$ cat config.mk
export PLATFORM = sky130hd
export DESIGN_NAME = pipe_stall_ctrl
export DESIGN_NICKNAME = d
export VERILOG_FILES = /design/src/rtl/pipe_stall_ctrl_pkg.sv /design/src/rtl/pipe_stall_ctrl_div_watchdog.sv /design/src/rtl/pipe_stall_ctrl.sv
export SDC_FILE = /design/constraint.sdc
export NUM_CORES = 1
export LEC_CHECK = 0
export BUFFER_PORTS_ARGS = -buffer_cell sky130_fd_sc_hd__buf_2
export CORE_MARGIN = 1
export CORE_UTILIZATION = 35
export DETAILED_ROUTE_END_ITERATION = 12
export PLACE_DENSITY = 0.58
export SLEW_MARGIN = 5
export SYNTH_ARGS = -nofsm -noshare
export SYNTH_HDL_FRONTEND = slang
export SYNTH_SLANG_ARGS = --single-unit
$ cat constraint.sdc
create_clock -name clk -period 2.25 [get_ports clk]
set_clock_uncertainty 0.15 [all_clocks]
set_input_delay 0.3375 -clock clk [delete_from_list [all_inputs] [get_ports clk]]
set_output_delay 0.3375 -clock clk [all_outputs]
set_load 0.01 [all_outputs]
$ cat src/rtl/pipe_stall_ctrl_pkg.sv
// Shared encodings for the pipeline stall sequencer: stall codes,
// EX multi-cycle op encodings, FSM state encoding, and a small helper
// that selects the ID load-use stall code.
package pipe_stall_ctrl_pkg;

   localparam int STALL_W     = 6;
   localparam int DIV_TIMEOUT = 40;
   localparam int CNT_W       = 6;

   // stall bit order: 0 pc, 1 if, 2 id, 3 ex, 4 mem, 5 wb
   localparam logic [5:0] STALL_NONE = 6'b000000;
   localparam logic [5:0] STALL_ID   = 6'b000111;
   localparam logic [5:0] STALL_EX   = 6'b001111;

   typedef enum logic [1:0] {
      OP_NONE = 2'd0,
      OP_MADD = 2'd1,
      OP_DIV  = 2'd2,
      OP_RSVD = 2'd3
   } mc_op_e;

   typedef enum logic [1:0] {
      ST_IDLE     = 2'd0,
      ST_MADD1    = 2'd1,
      ST_DIV_WAIT = 2'd2,
      ST_DIV_DONE = 2'd3
   } state_e;

   function automatic logic [5:0] id_stall_sel(input logic req);
      return req ? STALL_ID : STALL_NONE;
   endfunction

endpackage

$ cat src/rtl/pipe_stall_ctrl_div_watchdog.sv
// Divider watchdog: counts DIV_WAIT cycles and flags the terminal count.
// Ports:
//   clk  - rising-edge clock
//   rst  - synchronous active-high reset
//   clr  - synchronous clear (entry into DIV_WAIT, flush)
//   en   - count enable (one increment per DIV_WAIT cycle)
//   tc   - count has reached TERM-1 (last allowed wait cycle)
module pipe_stall_ctrl_div_watchdog #(
   parameter int CNT_W = 6,
   parameter int TERM  = 40
) (
   input  logic clk,
   input  logic rst,
   input  logic clr,
   input  logic en,
   output logic tc
);

   logic [CNT_W-1:0] cnt;

   always_ff @(posedge clk) begin
      if (rst || clr) begin
         cnt <= '0;
      end else if (en) begin
         cnt <= cnt + 1'b1;
      end
   end

   assign tc = (cnt == CNT_W'(TERM - 1));

endmodule

$ cat src/rtl/pipe_stall_ctrl.sv
// Pipeline stall sequencer for the 5-stage core. Merges the ID load-use
// stall request with EX multi-cycle ops (2-cycle madd/msub, iterative
// divide) into the per-stage stall vector, drives the divider start
// handshake and the madd cycle index.
// Ports:
//   clk          - rising-edge clock
//   rst          - synchronous active-high reset
//   flush_i      - exception flush, aborts any multi-cycle op
//   id_stallreq  - load-use hazard from ID
//   ex_mc_valid  - EX holds a multi-cycle instruction
//   ex_mc_op     - 0 none, 1 madd/msub, 2 div/divu, 3 reserved (none)
//   div_ready_i  - divider result valid
//   stall_o      - per-stage hold (bit0 pc .. bit5 wb)
//   div_start_o  - divider run request, level
//   mc_cnt_o     - madd cycle index (0 first, 1 second)
//   busy_o       - sequencer not idle
//   timeout_o    - one-cycle pulse on divider watchdog abort
//
// state       | meaning
// ST_IDLE     | no multi-cycle op in flight; ID stall passes through
// ST_MADD1    | second madd cycle; EX free, ID stall honoured
// ST_DIV_WAIT | divider running; EX and upstream held
// ST_DIV_DONE | result consumed by EX; ID stall honoured
module pipe_stall_ctrl
   import pipe_stall_ctrl_pkg::*;
#(
   parameter int STALL_W     = pipe_stall_ctrl_pkg::STALL_W,
   parameter int DIV_TIMEOUT = pipe_stall_ctrl_pkg::DIV_TIMEOUT,
   parameter int CNT_W       = pipe_stall_ctrl_pkg::CNT_W
) (
   input  logic               clk,
   input  logic               rst,
   input  logic               flush_i,
   input  logic               id_stallreq,
   input  logic               ex_mc_valid,
   input  logic [1:0]         ex_mc_op,
   input  logic               div_ready_i,
   output logic [STALL_W-1:0] stall_o,
   output logic               div_start_o,
   output logic [1:0]         mc_cnt_o,
   output logic               busy_o,
   output logic               timeout_o
);

   state_e state;
   state_e state_nxt;
   logic   wd_clr;
   logic   wd_en;
   logic   wd_tc;

   logic [STALL_W-1:0] stall_ex;
   logic [STALL_W-1:0] stall_id;

   assign stall_ex = STALL_W'(STALL_EX);
   assign stall_id = STALL_W'(id_stall_sel(id_stallreq));

   pipe_stall_ctrl_div_watchdog #(
      .CNT_W (CNT_W),
      .TERM  (DIV_TIMEOUT)
   ) u_div_watchdog (
      .clk (clk),
      .rst (rst),
      .clr (wd_clr),
      .en  (wd_en),
      .tc  (wd_tc)
   );

   always_comb begin
      state_nxt   = state;
      stall_o     = '0;
      div_start_o = 1'b0;
      mc_cnt_o    = 2'd0;
      timeout_o   = 1'b0;
      wd_clr      = 1'b0;
      wd_en       = 1'b0;

      case (state)
         ST_IDLE: begin
            if (ex_mc_valid && (ex_mc_op == OP_MADD)) begin
               stall_o   = stall_ex;
               state_nxt = ST_MADD1;
            end else if (ex_mc_valid && (ex_mc_op == OP_DIV)) begin
               stall_o   = stall_ex;
               state_nxt = ST_DIV_WAIT;
               wd_clr    = 1'b1;
            end else begin
               stall_o = stall_id;
            end
         end
         // ex_mc_valid still high here belongs to the same madd; ignore it
         ST_MADD1: begin
            mc_cnt_o  = 2'd1;
            stall_o   = stall_id;
            state_nxt = ST_IDLE;
         end
         ST_DIV_WAIT: begin
            div_start_o = 1'b1;
            stall_o     = stall_ex;
            wd_en       = 1'b1;
            // a ready arriving on the last allowed cycle suppresses the abort
            if (div_ready_i) begin
               state_nxt = ST_DIV_DONE;
            end else if (wd_tc) begin
               timeout_o = 1'b1;
               state_nxt = ST_DIV_DONE;
            end
         end
         ST_DIV_DONE: begin
            stall_o   = stall_id;
            state_nxt = ST_IDLE;
         end
         default: begin
            state_nxt = ST_IDLE;
         end
      endcase

      if (flush_i) begin
         stall_o     = '0;
         div_start_o = 1'b0;
         timeout_o   = 1'b0;
         state_nxt   = ST_IDLE;
         wd_clr      = 1'b1;
         wd_en       = 1'b0;
      end

      // reset silences every output, including a request already on the inputs
      if (rst) begin
         stall_o     = '0;
         div_start_o = 1'b0;
         mc_cnt_o    = 2'd0;
         timeout_o   = 1'b0;
         state_nxt   = ST_IDLE;
      end
   end

   always_ff @(posedge clk) begin
      if (rst) begin
         state <= ST_IDLE;
      end else begin
         state <= state_nxt;
      end
   end

   assign busy_o = !rst && (state != ST_IDLE);

endmodule

# ---- After elaboration in Yosys (flattened, before gate mapping)
# Cells that the tools add are included.
dict set report totals {
  out_inout_bits 11
  word_cells 46
  regBits 8
  in_bits 8
}
dict set report classes {
  reduce_logical 10
  eq_ne 8
  addsub 1
  muxes 25
}
# op count
set op_table {}
lappend op_table {{case mux 6 bit (3 select lines)} 1}
lappend op_table {{2-to-1 mux 1 bit} 13}
lappend op_table {{2-to-1 mux 6 bit} 2}
lappend op_table {{2-to-1 mux 2 bit} 5}
lappend op_table {{2-to-1 mux 4 bit} 2}
lappend op_table {{adder 6 x 1 -> 6 bit (second input constant)} 1}
lappend op_table {{== test 2 bit (second input constant)} 3}
lappend op_table {{== test 6 bit (second input constant)} 1}
lappend op_table {{case mux 2 bit (3 select lines)} 1}
lappend op_table {{== test 2 x 1 -> 1 bit (second input constant)} 2}
lappend op_table {{OR reduction 2 bit} 2}
lappend op_table {{logical AND 1 bit} 3}
lappend op_table {{2-to-1 mux 3 bit} 1}
lappend op_table {{!= test 3 x 2 -> 1 bit (second input constant)} 1}
lappend op_table {{!= test 3 bit (second input constant)} 1}
lappend op_table {{zero test 2 bit} 1}
lappend op_table {{AND reduction 2 bit} 1}
lappend op_table {{nonzero test 2 bit} 1}
lappend op_table {{zero test 1 bit} 1}
lappend op_table {{logical OR 1 bit} 1}

# ---- Logic depth before layout (Yosys ltp)
# Gate-level depths: netlist (run 1).
dict set report logic_depth {
  ltp_word 7
  depth_mapped 5
  mapped_depth_nobuf 4
}

# ---- Modules after synthesis
# Synthesis (run 1) repeated with hierarchy kept, for this count alone.
dict set report hier_totals {
  cells_unflattened 58
  area_unflattened_um2 495.5
}
# module cells_each seq_area_each_um2 area_per_inst_um2 n_inst
set by_module_without_submodules {}
lappend by_module_without_submodules {pipe_stall_ctrl_div_watchdog 28 120.1 261.5 1}
lappend by_module_without_submodules {pipe_stall_ctrl 30 40.0 234.0 1}

# ---- Least setup slack after synthesis (run 1)
# OpenSTA, ideal clock, no wires.
dict set report synth_path {
  path_kind {reg-to-output}
  from {register u_div_watchdog.cnt[0]}
  to {output timeout_o}
  setup_slack_ns 0.343
  path_buffers 0
  stages_incl_launch_ff 5
  arrival_time_ns 1.420
  t_required_ns 1.762
  cell_sequence {dfxtp_1 > ha_1 > nand2_1 > or4b_1 > nor3b_1}
}
dict set report synth_between {
  elab_chain_cells 6
}
# item line_no
set synth_lines {}
lappend synth_lines {{from (decl)} pipe_stall_ctrl_div_watchdog.sv:19} ;# logic [CNT_W-1:0] cnt;
lappend synth_lines {{from (signal assigned)} pipe_stall_ctrl_div_watchdog.sv:25} ;# cnt <= cnt + 1'b1;
lappend synth_lines {{== test 6 bit} pipe_stall_ctrl_div_watchdog.sv:29} ;# assign tc = (cnt == CNT_W'(TERM - 1));
lappend synth_lines {{2-to-1 mux 1 bit} pipe_stall_ctrl.sv:103} ;# end else if (wd_tc) begin
lappend synth_lines {{2-to-1 mux 1 bit} pipe_stall_ctrl.sv:101} ;# if (div_ready_i) begin
lappend synth_lines {{2-to-1 mux 1 bit} pipe_stall_ctrl.sv:77} ;# case (state)
lappend synth_lines {{2-to-1 mux 1 bit} pipe_stall_ctrl.sv:117} ;# if (flush_i) begin
lappend synth_lines {{2-to-1 mux 1 bit} pipe_stall_ctrl.sv:127} ;# if (rst) begin
lappend synth_lines {{to (decl)} pipe_stall_ctrl.sv:42} ;# output logic timeout_o
# No other way between the ends.

# ---- Worst setup path after layout (run 1)
# Same ends and word-level chain as after synthesis.

==> results.md, run 1 <==
* Complex-gate fraction of the synthesized area at 0.146
* HPWL after detailed placement at 729 um
* Final Non-Filler Cells at 90
* Synth top cells by count: dfxtp_1, nor2_1, buf_4, a21oi_1, nand2_1
* Initial DRC Count at 4
* Diodes inserted at 0
* Area Overhead vs Synth at 20.7%
* Sequential Area at 163 um^2
* Crit path largest cell delay at 530 ps
* ANT nets after route at 0
* Seq/Total Area, Yosys at 0.323
* TritonCTS Buffers at 3
* H-tree depth at 1
* Worst slack, placed at 288 ps
* Post-synthesis area per instance at 8.26 um^2
* Crit Path Max Fanout at 3
* Number of synthesis warnings at 0
* Clock Latency Late Sink at 260 ps
* Simple-gate portion of the synthesized area at 0.280
* CTS tree: done
* DR vias at 460
* 1st-pass router iterations at 4
* Pint at 220 uW
* Hold Slack at 212 ps
* Clk buf depth at 2
* Yosys top cell area share at 0.323
* DIE AREA at 1570 um^2
* CP bufs+invs at 1
* WP data required at 1760 ps
* Post-synth EDFFs at 0
* Share of layout cells above drive strength 1 at 0.347
* Clock power frac at 0.381
* Die width at 39.6 um
* Final Cycle Share at 0.966
* Pwr dens at 491 nW/um^2
* Hold Buf Count CTS at 0
* Core area at 1300 um^2
* Critical path's top delay family: simple AND/OR/NAND/NOR gates
* Sw Share at 0.251
* DRC errors left at 0
* Crit path DAT at 1690 ps
* Mux cell area share after synthesis at 0.0202
* Fill cell count at 139
* Maxcap violations at 0
* TritonCTS Sinks at 8
* Cell taking the most area after synthesis: dfxtp_1
* Placer Congestion at 0.712
* Maximum vdd ir drop at 0.212 mV
* DRT Wirelength at 983 um
* Worst-path clk slew at 50 ps
* Die Span Y at 39.6 um
* Nets at 86
* Row Count at 13
* Sequential share of power at 0.494
* IO buf count at 15
* Global route overflow at 0
* Leak Pwr at 0.250 nW
* Post-layout min period at 2170 ps
* Min-Delay Path Class: in -> reg
* Avg WL per Cell at 10.9 um
* Largest family of logic cells by synthesized area: simple AND/OR/NAND/NOR gates
* Util after Layout at 0.460
* CP cell instances: ha_4 > nand2_1 > or4b_4 > nor3b_2 > buf_2
* Vias per cell at 5.11
* Vias in the first global route at 349
* Fmax at 0.460 GHz
* Final Cell Area at 598 um^2
* Async set-reset flop share out of synthesis at 0
* XOR/XNOR Fraction of Synth Area at 0.0530
* Final WS setup at 75.9 ps
* Mapped Area at 495 um^2
* Overall Global Routing Usage at 0.144
* Multi-input gate area at 293 um^2
* Adder-Cell Fraction of Synth Area at 0.0253
* Largest net degree at the start of global routing at 11
* Synth area leaders: dfxtp_1, buf_4, nor2_1
* Net Sw Power at 73.8 uW
* Run status: completed
* Initial antenna violation count at 0
* First-pass GRT wire length at 1390 um
* Crit. End Element: output pin
* Placed cell areas at 544 um^2
* Initial Util at 0.381
* Synth cell types at 24
* Ports at 19
* Synth Instances at 60
* Endpoints failing hold at 0
* Comb pwr share at 0.125
* Setup CP Type: reg -> out
* Setup violators final at 0
* CTS root buf: clkbuf_4
* Setup crit start kind: register
* Final Slew Violations at 0
* Slowest CP cell: or4b_4
* Total placed cells including tap cells at 86
* Commonest register cell after synthesis: dfxtp_1
* Yosys reg bits at 8
## worst min-delay path, delay by kind of cell
kind,cells,cell delay [ps]
AO/OA/AOI/OAI,1,70
buffers and inverters,2,160
## cell type report
cell class,count,share of cell area
clock buffer,3,0.0377
timing repair buffer,17,0.151
multi-input combinational,44,0.490
inverter,3,0.0188
tap,15,0.0314
sequential,8,0.272
## path summary, 6_finish.rpt
kind / from / to / slack [ps] / cells after the start
max: u_div_watchdog.cnt[0] / timeout_o / 80 / 5
min: div_ready_i / state[0] / 210 / 3
max reg2reg: u_div_watchdog.cnt[0] / state[0] / 640 / 4
min reg2reg: u_div_watchdog.cnt[5] / u_div_watchdog.cnt[5] / 320 / 2
## registers in the layout (all words and copies together) (netlist names)
name and count:
u_div_watchdog.cnt 6, state 2
## timing repair
item,4_1_cts,5_1_grt
setup endpoints to repair,0,1
resized for setup,0,6
setup buffers,0,1
## cells by family after synthesis
logic type / after synthesis
and+or+nand+nor: 24
AOI/OAI and AO/OA: 12
buffers and inverters: 10
DFF: 8
xor gates and xnor gates: 3
adders and majority gates: 1
other: 1
muxes: 1
## stage by stage
stage / setup TNS, ps / power (mW)
detailed placement: 0 / 0.184
global placement: 0 / 0.184
global route: -31.4 / 0.308
finish: 0 / 0.294
CTS: 0 / 0.295
floorplan: 0 / 0.175
## cell usage in the layout, fill, tap and decap left out, types with 3 or more instances in the layout
master	Yosys	final
conb_1	1	3
xor2_1	3	3
inv_1	3	3
nand2_1	4	4
o21ai_0	3	3
a21oi_1	4	4
dfxtp_1	8	6
buf_2	0	15
clkbuf_4	0	3
nor2_1	8	8
or3_1	3	3
## power groups by stage
stage	clock network [mW]	registers, mW	logic [mW]
floorplan	0	0.147	0.0283
global placement	0	0.148	0.0365
detailed placement	0	0.148	0.0363
CTS	0.113	0.145	0.0366
global route	0.122	0.145	0.0411
finish	0.112	0.145	0.0368
## routing by layer
metal / vias to the layer above / routed length, um / share of wire / global-route usage
met5: - / 0 / 0 / 0
met2: 22 / 431 / 0.44 / 0.205
met4: 0 / 36 / 0.037 / 0.155
met3: 5 / 78 / 0.079 / 0.0511
met1: 198 / 436 / 0.44 / 0.154
li1: 235 / - / - / -
(Power assumes the default switching activity.)
==> run 2, diff against run 1 <==
CELL_PAD_IN_SITES_DETAIL_PLACEMENT = 2   (was unset)
CELL_PAD_IN_SITES_GLOBAL_PLACEMENT = 2   (was unset)
CORE_UTILIZATION = 25   (was 35)
PLACE_DENSITY = 0.72   (was 0.58)
==> results.md, run 2 (synthesized netlist as in run 1, its figures left out) <==
* Die width at 46.5 um
* H-tree depth at 1
* Final Slew Violations at 0
* Sw Share at 0.246
* Hold Buf Count CTS at 0
* First-pass GRT wire length at 2170 um
* Core area at 1780 um^2
* DRT Wirelength at 1350 um
* Run status: completed
* Setup crit start kind: register
* TritonCTS Sinks at 8
* Nets at 85
* Final Cell Area at 608 um^2
* Worst-path clk slew at 50 ps
* Unrepaired setup endpoints after global routing: false
* Vias in the first global route at 476
* TritonCTS Buffers at 3
* Area Overhead vs Synth at 22.7%
* HPWL after detailed placement at 1050 um
* Leak Pwr at 0.246 nW
* Clock Latency Late Sink at 250 ps
* Max reg flops at 6
* Reg with most FFs: u_div_watchdog.cnt
* Crit. End Element: output pin
* 1st-pass router iterations at 2
* Vias per cell at 4.61
* Comb pwr share at 0.131
* ANT nets after route at 0
* CTS root buf: clkbuf_4
* Most frequent cells in the layout: buf_2, nor2_1, dfxtp_1, a21oi_1
* Largest net degree at the start of global routing at 11
* Crit path DAT at 1660 ps
* CTS tree: done
* Global route overflow at 0
* Maximum vdd ir drop at 0.202 mV
* Post-layout min period at 2150 ps
* Hold Slack at 230 ps
* Die Span Y at 46.5 um
* WP data required at 1760 ps
* Most common cell after layout, fill and taps aside: buf_2
* Share of layout cells above drive strength 1 at 0.351
* Setup CP Type: reg -> out
* Final WS setup at 99.6 ps
* DR vias at 456
* Multi-input gate area at 295 um^2
* Sequential Area at 165 um^2
* Clock power frac at 0.372
* Endpoints failing hold at 0
* Top Registers: u_div_watchdog.cnt x6, state x2
* Setup violators final at 0
* Maxcap violations at 0
* DIE AREA at 2160 um^2
* Fmax at 0.465 GHz
* Overall Global Routing Usage at 0.148
* Ports at 19
* Initial DRC Count at 2
* FF-to-FF path depth at 4
* Placer Congestion at 0.645
* Initial antenna violation count at 0
* Pwr dens at 476 nW/um^2
* Row Count at 15
* Crit Path Max Fanout at 3
* Util after Layout at 0.341
* Sequential share of power at 0.498
* Pint at 218 uW
* Worst hold path cell count at 3
* Min-Delay Path Class: in -> reg
* DRC errors left at 0
* Clk buf depth at 2
* Net Sw Power at 71.2 uW
* Diodes inserted at 0
* IO buf count at 15
* Avg WL per Cell at 13.7 um
* Final setup TNS at 0 ps
* Fill cell count at 218
* Final Cycle Share at 0.956
* Placed cell areas at 557 um^2
* Worst slack, placed at 204 ps
* Initial Util at 0.278
==> run 2: critical path, cell delays in order, from the launching register on <==
cell and delay (ps):
dfxtp_4 370, ha_4 140, nand2_2 60, or4b_4 530
nor3b_2 160, buf_2 150
==> run 2: final timing paths <==
kind / slack [ps] / from / endpoint
hold reg to reg: 370 / u_div_watchdog.cnt[5] / u_div_watchdog.cnt[5]
setup / recovery: 100 / u_div_watchdog.cnt[0] / timeout_o
hold / removal: 230 / div_ready_i / state[0]
setup reg to reg: 620 / u_div_watchdog.cnt[0] / state[0]
==> run 2: layout make-up <==
| class | count | share of cell area |
|---|---|---|
| Timing Repair Buffer | 16 | 0.136 |
| Clock buffer | 3 | 0.0370 |
| Tap cell | 25 | 0.0514 |
| Multi-Input combinational cell | 44 | 0.486 |
| Sequential cell | 8 | 0.272 |
| Inverter | 3 | 0.0185 |
==> run 2: routing by layer <==
metal  part of all wire  wire [um]  vias to the layer above  GRT usage
met4             0.0030          4                        0     0.0588
met1               0.46        626                      210      0.181
met3              0.039         53                        2     0.0510
met2               0.49        669                       13      0.233
li1                   -          -                      231          -
met5                  0          0                        -          0
==> run 2: metrics by stage <==
stage	std cells	power, mW
floorplan	62	0.175
global placement	96	0.185
detailed placement	96	0.186
CTS	99	0.299
global route	99	0.309
finish	99	0.289
==> run 2: timing repair <==
action	in CTS	in global routing
setup buffers	0	0
setup endpoints to repair	1	1
gates resized for setup	5	3
==> run 2: power groups by stage <==
stage / clock network (mW) / registers, mW / logic, mW
finish: 0.108 / 0.144 / 0.0378
global route: 0.122 / 0.144 / 0.0428
CTS: 0.116 / 0.145 / 0.0384
detailed placement: 0 / 0.148 / 0.0378
global placement: 0 / 0.148 / 0.0374
floorplan: 0 / 0.147 / 0.0283
==> run 3, diff against run 2 <==
BUFFER_PORTS_ARGS = -buffer_cell sky130_fd_sc_hd__clkbuf_2   (was -buffer_cell sky130_fd_sc_hd__buf_2)
==> results.md, run 3 (synthesized netlist as in run 1, its figures left out) <==
* HPWL after detailed placement at 1070 um
* Leak Pwr at 0.242 nW
* Pwr dens at 485 nW/um^2
* Diodes inserted at 0
* TritonCTS Buffers at 3
* Slowest CP cell: or4b_4
* Worst-path clk slew at 50 ps
* WP data required at 1760 ps
* Final Cycle Share at 0.966
* Crit path DAT at 1690 ps
* Largest net degree at the start of global routing at 11
* Final Slew Violations at 0
* Clock Latency Late Sink at 250 ps
* Vias per cell at 4.75
* Most Crowded Layer GR: met2
* Core area at 1780 um^2
* Crit. End Element: output pin
* DR vias at 470
* TritonCTS Sinks at 8
* IO buf count at 15
* Row Count at 15
* Total chip power at 289 uW
* Clock power frac at 0.366
* CTS root buf: clkbuf_4
* CTS tree: done
* Grt met2 use at 0.233
* Comb pwr share at 0.132
* Met3 Usage GRT at 0.0588
* DRC errors left at 0
* Clk buf depth at 2
* Area Overhead vs Synth at 20.2%
* Avg WL per Cell at 13.3 um
* Final Non-Filler Cells at 99
* Post-layout min period at 2170 ps
* Initial antenna violation count at 0
* Crit path largest cell delay at 530 ps
* ANT nets after route at 0
* Fmax at 0.460 GHz
* Initial DRC Count at 7
* Setup CP Type: reg -> out
* CP cell instances: ha_2 > nand2_2 > or4b_4 > nor3b_2 > buf_2
* Sw Share at 0.242
* Endpoints failing hold at 0
* Initial Util at 0.278
* Die width at 46.5 um
* Maxcap violations at 0
* Total placed cells including tap cells at 96
* H-tree depth at 1
* Overall Global Routing Usage at 0.146
* Ports at 19
* Most common cell after layout, fill and taps aside: clkbuf_2
* Pint at 219 uW
* Unrepaired setup endpoints after global routing: false
* DRT Wirelength at 1310 um
* Global route overflow at 0
* Final setup TNS at 0 ps
* Critical path's top delay family: simple AND/OR/NAND/NOR gates
* Hold Buf Count CTS at 0
* Post CTS Setup Buffer Count at 0
* Most frequent cells in the layout: clkbuf_2, nor2_1, dfxtp_1, a21oi_1
* Nets at 85
* Reg with most FFs: u_div_watchdog.cnt
* Max reg flops at 6
* Die Span Y at 46.5 um
* CP bufs+invs at 1
* Top Registers: u_div_watchdog.cnt x6, state x2
* Met1 usage at 0.174
* Vias in the first global route at 470
* First-pass GRT wire length at 2140 um
* Setup violators final at 0
* CTS resizes at 3
* Run status: completed
* 1st-pass router iterations at 2
* Net Sw Power at 69.9 uW
* Share of layout cells above drive strength 1 at 0.351
* Setup crit start kind: register
* Placer Congestion at 0.642
* Min-Delay Path Class: in -> reg
* DIE AREA at 2160 um^2
* Maximum vdd ir drop at 0.230 mV
* Crit Path Max Fanout at 3
* Sequential share of power at 0.502
-- run 3: cell types whose count changed in the layout (fill, tap and decap cells not counted), sizes merged --
cell	before	now
buf	16	2
clkbuf	3	17
-- run 3: worst register-to-register path: cells and delay by family (launching register included) --
kind                       cells  cell delay [ps]
DFF                            1              350
AOI/OAI and AO/OA              1              270
adders and majority gates      1              190
and+or+nand+nor                2              610
-- run 3: per-stage QoR --
stage / utilization / hold WS [ps] / cell area (um^2) / worst slack [ps]
final: 0.334 / 215 / 596 / 76.5
after global routing: 0.334 / 229 / 596 / 4.14
after CTS: 0.331 / 216 / 589 / 1.89
after detailed placement: 0.312 / 358 / 557 / 222
after global placement: 0.312 / 321 / 557 / 293
after floorplan: - / 297 / 503 / 343
-- run 3: layout make-up --
cell class	instances	area, um^2
fillers	223	1190
multi-input cells	44	285
flip-flops and latches	8	163
repair buffers	16	82.6
well taps	25	31.3
clock buffers	3	22.5
inverters	3	11.3
-- run 3: final timing paths --
kind                              start  cells after the start  slack, ps                     to
setup reg to reg  u_div_watchdog.cnt[0]                      4        610               state[0]
hold / removal              div_ready_i                      3        220               state[0]
setup / recovery  u_div_watchdog.cnt[0]                      5         80              timeout_o
hold reg to reg   u_div_watchdog.cnt[5]                      2        350  u_div_watchdog.cnt[5]
-- run 3: layer usage --
layer,up-vias,part of all wire
met4,0,0.011
li1,233,-
met1,224,0.45
met3,2,0.045
met2,11,0.49
met5,-,0
-- run 3: power groups by stage --
stage	combinational (mW)	sequential (mW)	clock (mW)
after floorplan	0.0283	0.147	0
after global placement	0.0375	0.148	0
after detailed placement	0.0382	0.148	0
after CTS	0.0385	0.145	0.111
after global routing	0.0432	0.145	0.122
final	0.0381	0.145	0.106
